$ cat config.mk
export PLATFORM = sky130hd
export DESIGN_NAME = mtm_alu_ctrl
export DESIGN_NICKNAME = d
export VERILOG_FILES = /design/src/rtl/mtm_alu_pkg.sv /design/src/rtl/mtm_alu_crc3.sv /design/src/rtl/mtm_alu_ctrl.sv
export SDC_FILE = /design/constraint.sdc
export NUM_CORES = 1
export LEC_CHECK = 0
export ABC_AREA = 1
export CORE_UTILIZATION = 45
export CTS_BUF_LIST = sky130_fd_sc_hd__clkbuf_4
export DETAILED_ROUTE_END_ITERATION = 7
export HOLD_SLACK_MARGIN = 0.03
export PLACE_DENSITY = 0.78
export SKIP_CTS_REPAIR_TIMING = 1
export SYNTH_ARGS = -nofsm -noshare
export SYNTH_HDL_FRONTEND = slang
export SYNTH_HIERARCHICAL = 1
export SYNTH_SLANG_ARGS = --single-unit
$ cat constraint.sdc
create_clock -name clk -period 5.4 [get_ports clk]
set_input_delay 1.08 -clock clk [delete_from_list [all_inputs] [get_ports clk]]
set_output_delay 1.08 -clock clk [all_outputs]
set_load 0.05 [all_outputs]
$ cat src/rtl/mtm_alu_pkg.sv
// Shared definitions for the MTM ALU: opmodes, controller states,
// error flag positions and the CRC3 step used by every CRC3 instance.
package mtm_alu_pkg;

    localparam logic [2:0] OP_AND = 3'b000;
    localparam logic [2:0] OP_OR  = 3'b001;
    localparam logic [2:0] OP_ADD = 3'b100;
    localparam logic [2:0] OP_SUB = 3'b101;

    typedef enum logic [1:0] {
        ST_IDLE = 2'd0,
        ST_EXEC = 2'd1,
        ST_FLAG = 2'd2,
        ST_RESP = 2'd3
    } state_t;

    // Bit positions inside res_err_flags = {ERR_DATA, ERR_CRC, ERR_OP}
    localparam int ERR_DATA_BIT = 2;
    localparam int ERR_CRC_BIT  = 1;
    localparam int ERR_OP_BIT   = 0;

    // x^3 + x + 1 without the implicit x^3 term
    localparam logic [2:0] CRC3_POLY = 3'b011;

    function automatic logic op_is_valid(input logic [2:0] op);
        logic ok;
        case (op)
            OP_AND, OP_OR, OP_ADD, OP_SUB: ok = 1'b1;
            default:                       ok = 1'b0;
        endcase
        return ok;
    endfunction

    function automatic logic [2:0] crc3_step(input logic [2:0] crc, input logic bit_in);
        logic fb;
        fb = crc[2] ^ bit_in;
        return {crc[1:0], 1'b0} ^ (fb ? CRC3_POLY : 3'b000);
    endfunction

endpackage

$ cat src/rtl/mtm_alu_crc3.sv
// Combinational CRC3 over a 37-bit word, MSB first, zero init, no final XOR.
module mtm_alu_crc3
    import mtm_alu_pkg::*;
(
    input  logic [36:0] data,
    output logic [2:0]  crc
);

    // Unrolled serial LFSR across all 37 bits
    always_comb begin
        crc = 3'b000;
        for (int i = 36; i >= 0; i--) begin
            crc = crc3_step(crc, data[i]);
        end
    end

endmodule

$ cat src/rtl/mtm_alu_ctrl.sv
// MTM ALU sequencing controller: command handshake, core drive, flag and
// CRC3 generation, response handshake and saturating statistics counters.
module mtm_alu_ctrl
    import mtm_alu_pkg::*;
#(
    parameter int DATA_W = 32,
    parameter int CNT_W  = 16
) (
    input  logic              clk,
    input  logic              rst_n,
    input  logic              cmd_valid,
    output logic              cmd_ready,
    input  logic [DATA_W-1:0] cmd_a,
    input  logic [DATA_W-1:0] cmd_b,
    input  logic [2:0]        cmd_op,
    input  logic [1:0]        cmd_err,
    output logic [DATA_W-1:0] alu_a,
    output logic [DATA_W-1:0] alu_b,
    output logic [2:0]        alu_op,
    input  logic [DATA_W-1:0] alu_c,
    output logic              res_valid,
    input  logic              res_ready,
    output logic              res_err,
    output logic [DATA_W-1:0] res_c,
    output logic [3:0]        res_flags,
    output logic [2:0]        res_crc,
    output logic [2:0]        res_err_flags,
    output logic [CNT_W-1:0]  cnt_ok,
    output logic [CNT_W-1:0]  cnt_err
);

    state_t            state_r, state_next_s;
    logic              cmd_ready_r, res_valid_r, res_err_r;
    logic [DATA_W-1:0] alu_a_r, alu_b_r, res_c_r;
    logic [2:0]        alu_op_r, res_crc_r, res_err_flags_r;
    logic [3:0]        res_flags_r, flags_s;
    logic [CNT_W-1:0]  cnt_ok_r, cnt_err_r;
    logic [2:0]        err_flags_s, crc_s;
    logic [DATA_W:0]   sum_s;
    logic              carry_s, ovf_s, accept_s, res_hs_s;

    assign accept_s = cmd_valid && cmd_ready_r;
    assign res_hs_s = res_valid_r && res_ready;

    // Error classification at accept time, highest priority first
    always_comb begin
        err_flags_s = 3'b000;
        if (cmd_err[1]) begin
            err_flags_s[ERR_DATA_BIT] = 1'b1;
        end else if (cmd_err[0]) begin
            err_flags_s[ERR_CRC_BIT] = 1'b1;
        end else if (!op_is_valid(cmd_op)) begin
            err_flags_s[ERR_OP_BIT] = 1'b1;
        end else begin
            err_flags_s = 3'b000;
        end
    end

    // Status flags from the registered operands and the core result
    always_comb begin
        carry_s = 1'b0;
        ovf_s   = 1'b0;
        sum_s   = {1'b0, alu_a_r} + {1'b0, alu_b_r};
        case (alu_op_r)
            OP_ADD: begin
                carry_s = sum_s[DATA_W];
                ovf_s   = (alu_a_r[DATA_W-1] == alu_b_r[DATA_W-1]) &&
                          (alu_c[DATA_W-1] != alu_a_r[DATA_W-1]);
            end
            OP_SUB: begin
                carry_s = (alu_a_r < alu_b_r);
                ovf_s   = (alu_a_r[DATA_W-1] != alu_b_r[DATA_W-1]) &&
                          (alu_c[DATA_W-1] != alu_a_r[DATA_W-1]);
            end
            default: begin
                carry_s = 1'b0;
                ovf_s   = 1'b0;
            end
        endcase
        flags_s = {carry_s, ovf_s, (alu_c == {DATA_W{1'b0}}), alu_c[DATA_W-1]};
    end

    mtm_alu_crc3 u_crc3 (
        .data ({res_c_r, 1'b0, res_flags_r}),
        .crc  (crc_s)
    );

    // State register
    always_ff @(posedge clk or negedge rst_n) begin
        if (!rst_n) begin
            state_r <= ST_IDLE;
        end else begin
            state_r <= state_next_s;
        end
    end

    // Next-state logic; errored commands skip straight to the response
    always_comb begin
        state_next_s = state_r;
        case (state_r)
            ST_IDLE: begin
                if (accept_s) begin
                    state_next_s = (err_flags_s != 3'b000) ? ST_RESP : ST_EXEC;
                end else begin
                    state_next_s = ST_IDLE;
                end
            end
            ST_EXEC: state_next_s = ST_FLAG;
            ST_FLAG: state_next_s = ST_RESP;
            ST_RESP: begin
                if (res_hs_s) begin
                    state_next_s = ST_IDLE;
                end else begin
                    state_next_s = ST_RESP;
                end
            end
            default: state_next_s = ST_IDLE;
        endcase
    end

    // Registered handshakes, datapath capture and statistics
    always_ff @(posedge clk or negedge rst_n) begin
        if (!rst_n) begin
            cmd_ready_r     <= 1'b1;
            res_valid_r     <= 1'b0;
            alu_a_r         <= {DATA_W{1'b0}};
            alu_b_r         <= {DATA_W{1'b0}};
            alu_op_r        <= 3'b000;
            res_c_r         <= {DATA_W{1'b0}};
            res_flags_r     <= 4'b0000;
            res_crc_r       <= 3'b000;
            res_err_r       <= 1'b0;
            res_err_flags_r <= 3'b000;
            cnt_ok_r        <= {CNT_W{1'b0}};
            cnt_err_r       <= {CNT_W{1'b0}};
        end else begin
            cmd_ready_r <= (state_next_s == ST_IDLE);
            res_valid_r <= (state_next_s == ST_RESP);
            case (state_r)
                ST_IDLE: begin
                    if (accept_s && (err_flags_s != 3'b000)) begin
                        res_err_r       <= 1'b1;
                        res_err_flags_r <= err_flags_s;
                        res_c_r         <= {DATA_W{1'b0}};
                        res_flags_r     <= 4'b0000;
                        res_crc_r       <= 3'b000;
                    end else if (accept_s) begin
                        alu_a_r         <= cmd_a;
                        alu_b_r         <= cmd_b;
                        alu_op_r        <= cmd_op;
                        res_err_r       <= 1'b0;
                        res_err_flags_r <= 3'b000;
                    end
                end
                ST_EXEC: begin
                    res_c_r     <= alu_c;
                    res_flags_r <= flags_s;
                end
                ST_FLAG: res_crc_r <= crc_s;
                ST_RESP: begin
                    if (res_hs_s && res_err_r && (cnt_err_r != {CNT_W{1'b1}})) begin
                        cnt_err_r <= cnt_err_r + {{(CNT_W-1){1'b0}}, 1'b1};
                    end else if (res_hs_s && !res_err_r && (cnt_ok_r != {CNT_W{1'b1}})) begin
                        cnt_ok_r <= cnt_ok_r + {{(CNT_W-1){1'b0}}, 1'b1};
                    end
                end
                default: ;
            endcase
        end
    end

    assign cmd_ready     = cmd_ready_r;
    assign res_valid     = res_valid_r;
    assign alu_a         = alu_a_r;
    assign alu_b         = alu_b_r;
    assign alu_op        = alu_op_r;
    assign res_err       = res_err_r;
    assign res_c         = res_c_r;
    assign res_flags     = res_flags_r;
    assign res_crc       = res_crc_r;
    assign res_err_flags = res_err_flags_r;
    assign cnt_ok        = cnt_ok_r;
    assign cnt_err       = cnt_err_r;

endmodule

# Word level (Yosys, flattened, before mapping)
# Index checks and enable logic that the tools add are counted.
classes:
  add_sub_neg: 3
  magnitude_cmp: 1
  eq_ne: 15
  muxes: 61
  bitwise: 73
  n_reduce_logical: 25
op_table:
  columns: ["operator", "n"]
  rows:
  - ["$xor A3 B3 Y3", 35]
  - ["$mux W2", 41]
  - ["$pmux W32 S2", 1]
  - ["$xor A1 B1 Y1", 34]
  - ["$add A32 B32 Y33", 1]
  - ["$add A16 B1 Y16 const B", 2]
  - ["$logic_not A32 Y1", 1]
  - ["$lt A32 B32 Y1", 1]
  - ["$mux W32", 1]
  - ["$ne A16 B16 Y1 const B", 2]
  - ["$eq A3 B3 Y1 const B", 4]
  - ["$logic_and A1 B1 Y1", 9]
  - ["$mux W1", 9]
  - ["$mux W3", 3]
  - ["$pmux W2 S4", 1]
  - ["$pmux W4 S2", 1]
  - ["$reduce_and A2 Y1", 4]
  - ["$eq A2 B2 Y1 const B", 3]
  - ["$pmux W3 S2", 1]
  - ["$reduce_and A3 Y1", 2]
  - ["$reduce_bool A2 Y1", 3]
  - ["$logic_not A2 Y1", 2]
  - ["$mux W4", 1]
  - ["$pmux W1 S2", 2]
  - ["other kinds (12)", 14]
totals:
  ff_bits: 146
  input_bits: 105
  out_inout_bits: 144
  word_cells: 191

# Depth between registers and ports, before layout
# Gate-level depths: netlist of run 1.
logic_depth:
  ltp_word: 108
  depth_mapped: 46

# By module
# The synthesis of run 1 kept the hierarchy.
modules_own_cells:
  columns: ["module", "instances", "cells_each", "area_each_um2", "seq_area_each_um2"]
  rows:
  - ["mtm_alu_ctrl", 1, 825, 7463.4, 3629.7]
  - ["mtm_alu_crc3", 1, 279, 1373.8, 0.0]

# Least setup slack after synthesis of run 1
# No wires, ideal clock.
synth_path:
  path_type: "reg2reg"
  from: "reg res_flags_r[0] (netlist: res_flags[0])"
  to: "reg res_crc_r[1] (netlist: res_crc[1])"
  arrival_time_ps: 3870
  t_required_ps: 5271
  setup_slack_ps: 1401
  path_stages_with_launch: 44
  path_buffers: 0
  path_cell_list: "dfrtp_1 > inv_2 > nand2_1 > nand2_1 > nand2_1 > nand2_1 > nand2_2 > nand2_2 > nand2_2 > nand2_1 > nand2_1 > nand3_2 > nand2_2 > nand2_2 > nand2_2 > nand2_2 > nand2_2 > nand2_1 > [8 not listed] > nand2_2 > nand3_1 > nand2_2 > nand2_2 > nand2_1 > nand2_2 > nand2_2 > nand2_2 > nand2_2 > nand2_2 > nand2_2 > inv_1 > nand2_2 > nand2_1 > nand2_1 > nand2_1 > nand3_1 > o21ai_0"
synth_lines:
  columns: ["element", "line_no", "source"]
  rows:
  - ["from (decl)", "mtm_alu_ctrl.sv:36", "logic [3:0] res_flags_r, flags_s;"]
  - ["from (signal assigned)", "mtm_alu_ctrl.sv:157", "res_flags_r <= flags_s;"]
  - ["to (signal assigned)", "mtm_alu_ctrl.sv:159", "ST_FLAG: res_crc_r <= crc_s;"]
  - ["to (decl)", "mtm_alu_ctrl.sv:35", "logic [2:0] alu_op_r, res_crc_r, res_err_flags_r;"]

==> reports/metrics.csv, run 1 <==
stage;metric;value;unit
hold_path;hp-class;input port to async pin;
yosys;ys_ff_latch;145;
yosys;ys_top_cells_by_count;327 x sky130_fd_sc_hd__nand2_1, 144 x sky130_fd_sc_hd__dfrtp_1, 129 x sky130_fd_sc_hd__inv_1, 79 x sky130_fd_sc_hd__nand3_1, 64 x sky130_fd_sc_hd__ha_1;
detailed_routing;wirelength;23400;um
place;dp.final_hpwl;17800;um
critical_path;timing.critical_path.mode_cell;sky130_fd_sc_hd__nand2_1;
critical_path;timing.setup.critical_path_class;flip-flop to flip-flop;
critical_path;r2r.worst_path.cells;45;
sta;timing.clock.skew;14.7;ps
die;fp.dieW;142;um
critical_path;cp_slowest_stage_delay;580;ps
sta;period_minus_slack;4140;ps
critical_path;worst-endpoint-required;5850;ps
critical_path;endpoint_kind;flip-flop;
sta;maxClockFrequency;242;MHz
layout;final_layout_size_suffix_gt1_frac;0.0930;
clock_tree;cts.root.buffer_cell;sky130_fd_sc_hd__clkbuf_4;
detailed_routing;wl_per_cell;14.3;um
grt;grt_busiest_layer;met2;
sta;tightest_slew;850;ps
clock_tree;worst_skew_pair.late_latency;550;ps
sta;timing_max_transition_violations_final;0;
critical_path;worst_ep_arrival_time;4580;ps
yosys;synth.distinct_cells;42;
sta;setup_violation_total_in_the_final_timing_report;0;
layout;area.growth.synth_to_final;34.1;%
yosys;top_reg_cell_synth;sky130_fd_sc_hd__dfrtp_1;
place;place.port_buffers;248;
place;gp_routability_congestion;0.875;
yosys;yosysTopAreaCellShare;0.408;
sta;hold_viol_final;0;
detailed_routing;routed_via_density;5.00;
yosys;synth_largest_area_cell;sky130_fd_sc_hd__dfrtp_1;
run_status;status;completed;
clock_tree;path_clk_slew;140;ps
clock_tree;max-clock-path-buffers;2;
clock_tree;cts_sinks;145;
detailed_routing;antenna_left;0;
grt;grt_start_max_net_pins;90;
die;num_rows;50;
yosys;synth_area;8840;um^2
yosys;yosysSeqAreaShare;0.411;
grt;wire_length_of_the_first_global_routing_pass;38300;um
critical_path;critical_path_peak_fanout;10;
die;initial_core_utilization;0.466;
detailed_routing;routed-via-count;8133;
sta;grt_setup_unrepaired;no;
yosys;synth.avg_cell_area;8.00;um^2
grt;met3_demand_to_capacity_share_in_global_routing;0.0609;
clock_tree;cts-buffers-inserted;17;
grt;first_global_vias;8017;
yosys;yosysWarnings;6;
die;fp.dieArea;20200;um^2
critical_path;timing.critical_path.from_type;flip-flop;
grt;grtUsageMet2;0.397;
sta;slew_headroom;0.432;
clock_tree;ctsHtreeMaxLevel;4;
die;die_h;142;um
sta;setup-tns-final;0;ps
yosys;most_repeated_cell_in_the_gate_level_netlist_after_synthesis;sky130_fd_sc_hd__nand2_1;
grt;gr-usage-all-layers;0.240;
die;core;19000;um^2
detailed_routing;drc_errors;0;
sta;finalCritPeriodShare;0.766;
grt;number_of_antenna_violations_at_the_first_check_in_global_routing;1;
grt;grt_util_met1;0.301;
yosys;synth-edff-count;0;
yosys;synth.net_count;1273;
critical_path;cell_with_the_biggest_individual_delay_on_the_critical_path;sky130_fd_sc_hd__dfrtp_1;
yosys;post_synth_inst_count;1104;
detailed_routing;drt_iter0_drc;370;
layout;finalNetCount;1522;
grt;grt.overflow.total;0;
die;top_level_ports;249;
yosys;synth_area_leaders;sky130_fd_sc_hd__dfrtp_1 41%, sky130_fd_sc_hd__nand2_1 14%, sky130_fd_sc_hd__ha_1 9.1%, sky130_fd_sc_hd__inv_1 5.5%, sky130_fd_sc_hd__nand3_1 4.5%;
layout;post-route-util;0.625;
detailed_routing;drt_first_pass_iters;5;
yosys;synthArstFlopShare;1.00;
flow_run;timing.max_cap.violations;0;
clock_tree;cts_tree;built;
metrics by stage:
step / setup slack, ps / instances / hold WS, ps / area (um^2)
3_3_place_gp: 1520 / 1594 / 469 / 11500
6_report: 1260 / 1628 / 395 / 11900
4_1_cts: 1290 / 1626 / 369 / 11800
5_1_grt: 710 / 1628 / 366 / 11900
3_5_place_dp: 1350 / 1594 / 472 / 11500
2_1_floorplan: 1400 / 1104 / 612 / 8840
placed cells by master, fill, tap and decap left out, types with 9 or more instances in the layout:
cell type	instances
sky130_fd_sc_hd__nand3_1	79
sky130_fd_sc_hd__o21ai_0	46
sky130_fd_sc_hd__nor2_1	38
sky130_fd_sc_hd__inv_2	9
sky130_fd_sc_hd__a22o_1	27
sky130_fd_sc_hd__nor3_1	15
sky130_fd_sc_hd__clkdlybuf4s50_1	247
sky130_fd_sc_hd__clkbuf_4	17
sky130_fd_sc_hd__xor2_1	24
sky130_fd_sc_hd__xnor2_1	12
sky130_fd_sc_hd__nand2_1	327
sky130_fd_sc_hd__nand4_1	19
sky130_fd_sc_hd__a21oi_1	28
sky130_fd_sc_hd__nor4_1	10
sky130_fd_sc_hd__ha_1	64
sky130_fd_sc_hd__inv_1	129
sky130_fd_sc_hd__dfrtp_1	144
sky130_fd_sc_hd__nand2_2	53
worst paths after layout:
| check | startpoint | endpoint | slack (ps) |
|---|---|---|---|
| max reg2reg | res_flags[0]$_DFFE_PN0P_ | res_crc[1]$_DFFE_PN0P_ | 1260 |
| min reg2reg | cnt_ok[9]$_DFFE_PN0P_ | cnt_ok[9]$_DFFE_PN0P_ | 500 |
| max | res_flags[0]$_DFFE_PN0P_ | res_crc[1]$_DFFE_PN0P_ | 1260 |
| min in group clk | cnt_ok[9]$_DFFE_PN0P_ | cnt_ok[9]$_DFFE_PN0P_ | 500 |
| min | rst_n | alu_op[2]$_DFFE_PN0P_ | 400 |
| max in group asynchronous | rst_n | alu_a[3]$_DFFE_PN0P_ | 3930 |
kinds of logic after synthesis:
kind of cell | count (synthesis) | share of synthesized area
compound gates | 119 | 0.0823
xor+xnor | 36 | 0.0357
fa+ha+maj | 64 | 0.0906
buf+inv | 161 | 0.0765
flops | 145 | 0.411
other cells | 1 | 0.000424
simple gates | 578 | 0.304
layer usage:
layer / routed length (um) / vias to the layer above
met3: 1540 / 41
met5: 0 / -
li1: - / 4058
met4: 662 / 0
met2: 11000 / 241
met1: 10100 / 3793
final cells by class:
| cell class | count | area, um^2 |
|---|---|---|
| clock inverter | 15 | 180 |
| tap | 260 | 325 |
| fill | 1680 | 7110 |
| multi-input combinational | 798 | 4530 |
| inverter | 139 | 524 |
| clock buffer | 17 | 128 |
| antenna | 2 | 5.00 |
| timing repair buffer | 252 | 2530 |
| sequential | 145 | 3630 |
sequential cells by signal, indices dropped and copies added (netlist names):
register and flops:
alu_a 32, alu_b 32, res_c 31, cnt_err 16, cnt_ok 16, res_flags 4, alu_op 3, res_crc 3
res_err_flags 3, state_r 2, cmd_ready 1, res_err 1, res_valid 1
worst max-delay path, delay by kind of cell, from the launching register on:
family          cells  cell delay, ps
simple gates       40            3080
flops               1             580
buf+inv             4             270
compound gates      1              70
Power of run 1 is left out: the tool's default activity adds up to more than one toggle a clock period on the data nets, which glitch-free logic cannot reach.
==> run 2: changes to the inputs <==
PLACE_DENSITY = 0.81   (was 0.78)
clock period = 3.5 ns   (was 5.4 ns; I/O delays follow)
==> run 2 against run 1 <==
  * The run now ends with setup timing left
  * Register-to-register slack got worse by 2100 ps
  * Worst setup slack got worse by 2100 ps
  * Count of clock-buffer cells in the layout is the same
  * Sequential share of layout area decreased by 1.8 points
  * Final cell count rose by 0.80%
  * Hold slack got worse by 230 ps
  * First-iteration DRC count is 6.8% higher
  * Wire length up 10%
  * Design area rose by 6.7%
  * Critical path type unchanged
  * Largest cell class unchanged
==> reports/metrics.csv, run 2 (synthesized netlist as in run 1, its figures left out) <==
stage;metric;value;unit;change
die;fp.dieArea;20200;um^2;unchanged
critical_path;timing.critical_path.from_type;flip-flop;;unchanged
layout;final_common_cell;sky130_fd_sc_hd__nand2_1;;unchanged
layout;finalNetCount;1536;;was 1522
grt;grt_start_max_net_pins;80;;was 90
detailed_routing;drt_first_pass_iters;5;;unchanged
critical_path;cp_slowest_stage_delay;560;ps;was 580 ps
clock_tree;path_clk_slew;150;ps;was 140 ps
detailed_routing;routed.top_layer;met4;;unchanged
detailed_routing;wirelength;25700;um;was 23400 um
detailed_routing;wl_per_cell;15.7;um;was 14.3 um
detailed_routing;drt_iter0_drc;395;;was 370
grt;gr-usage-all-layers;0.246;;was 0.240
sta;maxClockFrequency;231;MHz;was 242 MHz
place;gp_routability_congestion;0.868;;was 0.875
sta;slew_headroom;0.517;;was 0.432
sta;hold_viol_final;0;;unchanged
hold_path;hp-class;input port to async pin;;unchanged
sta;setup_slack;-821;ps;was 1260 ps
flow_run;timing.max_cap.violations;0;;unchanged
clock_tree;ctsHtreeMaxLevel;4;;unchanged
layout;finish.instance_area;12600;um^2;was 11900 um^2
detailed_routing;antenna_left;0;;unchanged
die;die_h;142;um;unchanged
clock_tree;cts.root.buffer_cell;sky130_fd_sc_hd__clkbuf_4;;unchanged
detailed_routing;met2_length;12900;um;was 11000 um
critical_path;worst_ep_arrival_time;4810;ps;was 4580 ps
critical_path;timing.setup.critical_path_class;flip-flop to flip-flop;;unchanged
detailed_routing;drc_errors;0;;unchanged
layout;layout_common_cells;279 x sky130_fd_sc_hd__nand2_1, 247 x sky130_fd_sc_hd__clkdlybuf4s50_1, 138 x sky130_fd_sc_hd__dfrtp_1;;was 327 x sky130_fd_sc_hd__nand2_1, 247 x sky130_fd_sc_hd__clkdlybuf4s50_1, 144 x sky130_fd_sc_hd__dfrtp_1
die;core;19000;um^2;unchanged
clock_tree;worst_skew_pair.late_latency;550;ps;about the same
detailed_routing;routed-via-count;8468;;was 8133
clock_tree;max-clock-path-buffers;2;;unchanged
grt;first_global_vias;8128;;was 8017
clock_tree;cts_sinks;145;;unchanged
place;place.port_buffers;248;;unchanged
grt;grt.overflow.total;0;;unchanged
critical_path;endpoint_kind;flip-flop;;unchanged
grt;number_of_antenna_violations_at_the_first_check_in_global_routing;1;;unchanged
sta;timing_max_transition_violations_final;0;;unchanged
place;dp.final_hpwl;18300;um;was 17800 um
critical_path;worst-endpoint-required;3990;ps;was 5850 ps
clock_tree;cts_tree;built;;unchanged
run_status;failed_checks;setup timing;;
sta;timing.clock.skew;17.8;ps;was 14.7 ps
clock_tree;cts-buffers-inserted;17;;unchanged
detailed_routing;met1_length;10300;um;was 10100 um
sta;period_minus_slack;4320;ps;was 4140 ps
detailed_routing;dr_wl_met3;1860;um;was 1540 um
die;num_rows;50;;unchanged
die;fp.dieW;142;um;unchanged
layout;area.growth.synth_to_final;43.0;%;was 34.1%
die;initial_core_utilization;0.466;;unchanged
layout;final_layout_size_suffix_gt1_frac;0.177;;was 0.0930
sta;tightest_slew;725;ps;was 850 ps
run_status;status;complete, but fails checks;;was completed
sta;grt_setup_unrepaired;yes;;was no
die;top_level_ports;249;;unchanged
grt;wire_length_of_the_first_global_routing_pass;39300;um;was 38300 um
sta;finalCritPeriodShare;1.23;;was 0.766
sta;setup_violation_total_in_the_final_timing_report;3;;was 0
place;postPlaceCellArea;11700;um^2;was 11500 um^2
critical_path;timing.critical_path.mode_cell;sky130_fd_sc_hd__nand2_4;;was sky130_fd_sc_hd__nand2_1
critical_path;cell_with_the_biggest_individual_delay_on_the_critical_path;sky130_fd_sc_hd__dfrtp_4;;was sky130_fd_sc_hd__dfrtp_1
critical_path;critical_path_peak_fanout;6;;was 10
sta;fin_hold_ws;164;ps;was 395 ps
detailed_routing;routed_via_density;5.16;;was 5.00
layout;filler_cell_count;1464;;was 1680
[run 2: worst max-delay path, delay by kind of cell, from the launching register on]
kind,cells,cell delay [ps]
flops,1,560
simple gates,32,3080
xor+xnor,1,220
compound gates,1,80
buf+inv,3,310
[run 2: worst paths after layout]
path	end	cells after the start	slack (ps)	startpoint
max	res_crc[2]$_DFFE_PN0P_	37	-820	res_flags[0]$_DFFE_PN0P_
min	alu_a[19]$_DFFE_PN0P_	1	160	rst_n
max reg2reg	res_crc[2]$_DFFE_PN0P_	37	-820	res_flags[0]$_DFFE_PN0P_
min reg2reg	cnt_ok[9]$_DFFE_PN0P_	1	500	cnt_ok[9]$_DFFE_PN0P_
max in group asynchronous	res_c[28]$_DFFE_PN0P_	2	2510	rst_n
min in group clk	cnt_ok[9]$_DFFE_PN0P_	1	500	cnt_ok[9]$_DFFE_PN0P_
[run 2: layout make-up]
| cell class | instances | area [um^2] | area share |
|---|---|---|---|
| inverters | 139 | 534 | 0.0423 |
| well taps | 260 | 325 | 0.0257 |
| clock buffers | 17 | 128 | 0.0101 |
| flip-flops and latches | 145 | 3640 | 0.288 |
| diodes | 1 | 2.50 | 0.000198 |
| repair buffers | 266 | 2630 | 0.208 |
| clock inverters | 15 | 179 | 0.0142 |
| multi-input cells | 798 | 5200 | 0.411 |
[run 2: layer usage]
metal | GRT usage | up-vias
li1 | - | 4096
met1 | 0.294 | 4017
met2 | 0.432 | 311
met3 | 0.0656 | 44
met4 | 0.0753 | 0
met5 | 0 | -
[run 2: per-stage QoR]
step | setup WS, ps | std cells | setup TNS [ps] | util
2_1_floorplan | -209 | 1104 | -504 | -
4_1_cts | -500 | 1638 | -1320 | 0.631
5_1_grt | -1070 | 1641 | -3070 | 0.667
3_3_place_gp | -210 | 1606 | -541 | 0.615
3_5_place_dp | -430 | 1606 | -1200 | 0.615
6_report | -821 | 1641 | -2380 | 0.667
Power of run 2 is left out for the same reason.
==> run 3: changes to the inputs <==
CORE_ASPECT_RATIO = 1.4   (was default)
==> run 3 against run 2 <==
  * The flow still finishes with violations (setup timing)
  * Wire length down 4.0%
  * Fmax is 4.6% higher
  * Critical path depth rose by 5
  * Count of clock-buffer cells in the layout is the same
==> reports/metrics.csv, run 3 (synthesized netlist as in run 1, its figures left out) <==
stage;metric;value;unit;change
grt;grt.overflow.total;0;;unchanged
critical_path;critical_path_peak_fanout;6;;unchanged
critical_path;timing.setup.critical_path_class;flip-flop to flip-flop;;unchanged
layout;stdcell_count;1630;;was 1641
sta;finalCritPeriodShare;1.18;;was 1.23
sta;setup_slack;-631;ps;was -821 ps
run_status;status;complete, but fails checks;;unchanged
sta;timing.clock.skew;21.2;ps;was 17.8 ps
detailed_routing;routed_via_density;5.10;;was 5.16
sta;slew_headroom;0.475;;was 0.517
hold_path;hp-class;input port to async pin;;unchanged
die;top_level_ports;249;;unchanged
run_status;failed_checks;setup timing;;unchanged
grt;wire_length_of_the_first_global_routing_pass;39100;um;was 39300 um
flow_run;timing.max_cap.violations;0;;unchanged
layout;layout_common_cells;297 x sky130_fd_sc_hd__nand2_1, 247 x sky130_fd_sc_hd__clkdlybuf4s50_1, 138 x sky130_fd_sc_hd__dfrtp_1;;was 279 x sky130_fd_sc_hd__nand2_1, 247 x sky130_fd_sc_hd__clkdlybuf4s50_1, 138 x sky130_fd_sc_hd__dfrtp_1
grt;grt_start_max_net_pins;84;;was 80
sta;maxClockFrequency;242;MHz;was 231 MHz
die;fp.dieArea;20200;um^2;about the same
critical_path;worst-endpoint-required;3950;ps;was 3990 ps
detailed_routing;drt_first_pass_iters;5;;unchanged
layout;area.growth.synth_to_final;39.7;%;was 43.0%
detailed_routing;routed-via-count;8316;;was 8468
sta;timing_max_transition_violations_final;0;;unchanged
clock_tree;cts_tree;built;;unchanged
place;place.detailed.instances;1595;;was 1606
layout;seqCellArea;3640;um^2;unchanged
clock_tree;cts.root.buffer_cell;sky130_fd_sc_hd__clkbuf_4;;unchanged
critical_path;endpoint_kind;flip-flop;;unchanged
die;core;19200;um^2;was 19000 um^2
critical_path;worst_ep_arrival_time;4580;ps;was 4810 ps
critical_path;timing.critical_path.mode_cell;sky130_fd_sc_hd__nand2_2;;was sky130_fd_sc_hd__nand2_4
clock_tree;cts-buffers-inserted;17;;unchanged
detailed_routing;drc_errors;0;;unchanged
clock_tree;worst_skew_pair.late_latency;560;ps;was 550 ps
place;gp_routability_congestion;0.880;;was 0.868
die;fp.dieW;120;um;was 142 um
grt;gr-usage-all-layers;0.245;;was 0.246
detailed_routing;wirelength;24700;um;was 25700 um
sta;hold_viol_final;0;;unchanged
die;initial_core_utilization;0.460;;was 0.466
grt;number_of_antenna_violations_at_the_first_check_in_global_routing;2;;was 1
layout;final_layout_size_suffix_gt1_frac;0.153;;was 0.177
layout;finalNetCount;1536;;unchanged
critical_path;timing.critical_path.from_type;flip-flop;;unchanged
grt;first_global_vias;8270;;was 8128
clock_tree;ctsHtreeMaxLevel;4;;unchanged
layout;post-route-util;0.642;;was 0.667
layout;filler_cell_count;1609;;was 1464
critical_path;cell_with_the_biggest_individual_delay_on_the_critical_path;sky130_fd_sc_hd__dfrtp_4;;unchanged
clock_tree;max-clock-path-buffers;2;;unchanged
detailed_routing;antenna_left;0;;unchanged
detailed_routing;wl_per_cell;15.1;um;was 15.7 um
critical_path;cp_slowest_stage_delay;550;ps;was 560 ps
layout;multi_input_area;4900;um^2;was 5200 um^2
die;num_rows;60;;was 50
sta;grt_setup_unrepaired;yes;;unchanged
place;dp.final_hpwl;18300;um;about the same
clock_tree;cts_sinks;145;;unchanged
sta;setup_violation_total_in_the_final_timing_report;3;;unchanged
clock_tree;path_clk_slew;140;ps;was 150 ps
sta;setup-tns-final;-1840;ps;was -2380 ps
detailed_routing;drt_iter0_drc;432;;was 395
die;die_h;168;um;was 142 um
place;place.port_buffers;248;;unchanged
sta;period_minus_slack;4130;ps;was 4320 ps
layout;final_common_cell;sky130_fd_sc_hd__nand2_1;;unchanged
sta;tightest_slew;788;ps;was 725 ps
-- run 3: cell count changes in the layout (fill, tap and decap cells not counted), sizes merged --
| cell | change |
|---|---|
| diode | +1 |
| clkinv | +1 |
| bufinv | +1 |
| clkinvlp | -2 |
-- run 3: worst paths after layout --
path	startpoint	to	slack (ps)	cells past startpoint
min in group clk	cnt_ok[9]$_DFFE_PN0P_	cnt_ok[9]$_DFFE_PN0P_	500	1
worst max register to register	res_flags[0]$_DFFE_PN0P_	res_crc[1]$_DFFE_PN0P_	-630	42
max in group asynchronous	rst_n	res_c[5]$_DFFE_PN0P_	2530	2
worst min-delay path	rst_n	cnt_ok[13]$_DFFE_PN0P_	170	1
worst min register to register	cnt_ok[9]$_DFFE_PN0P_	cnt_ok[9]$_DFFE_PN0P_	500	1
worst max-delay path	res_flags[0]$_DFFE_PN0P_	res_crc[1]$_DFFE_PN0P_	-630	42
-- run 3: metrics by stage --
stage | hold WS (ps) | setup slack [ps] | area (um^2)
3_5_place_dp | 482 | -393 | 11700
3_3_place_gp | 470 | -221 | 11700
4_1_cts | 167 | -448 | 12000
2_1_floorplan | 404 | -209 | 8860
6_report | 174 | -631 | 12300
5_1_grt | 186 | -943 | 12300
-- run 3: critical path: cells and delay by family (launching register included) --
kind | cells | cell delay [ps]
buffers and inverters | 3 | 190
and+or+nand+nor | 38 | 3190
DFF | 1 | 550
AOI/OAI and AO/OA | 1 | 80
-- run 3: final cells by class --
class                           count  area share
Inverter                          139      0.0429
Clock buffer                       17      0.0103
Antenna cell                        2    0.000405
Clock inverter                     15      0.0144
Timing Repair Buffer              266       0.215
Sequential cell                   145       0.295
Tap cell                          248      0.0251
Multi-Input combinational cell    798       0.397
-- run 3: layer usage --
metal | part of all wire | routed length, um | GRT usage | up-vias
met1 | 0.37 | 9200 | 0.261 | 3929
met4 | 0.033 | 812 | 0.111 | 0
met2 | 0.55 | 13500 | 0.457 | 248
met5 | 0 | 0 | 0 | -
met3 | 0.045 | 1110 | 0.0525 | 55
li1 | - | - | - | 4084
Power of run 3 is left out for the same reason.
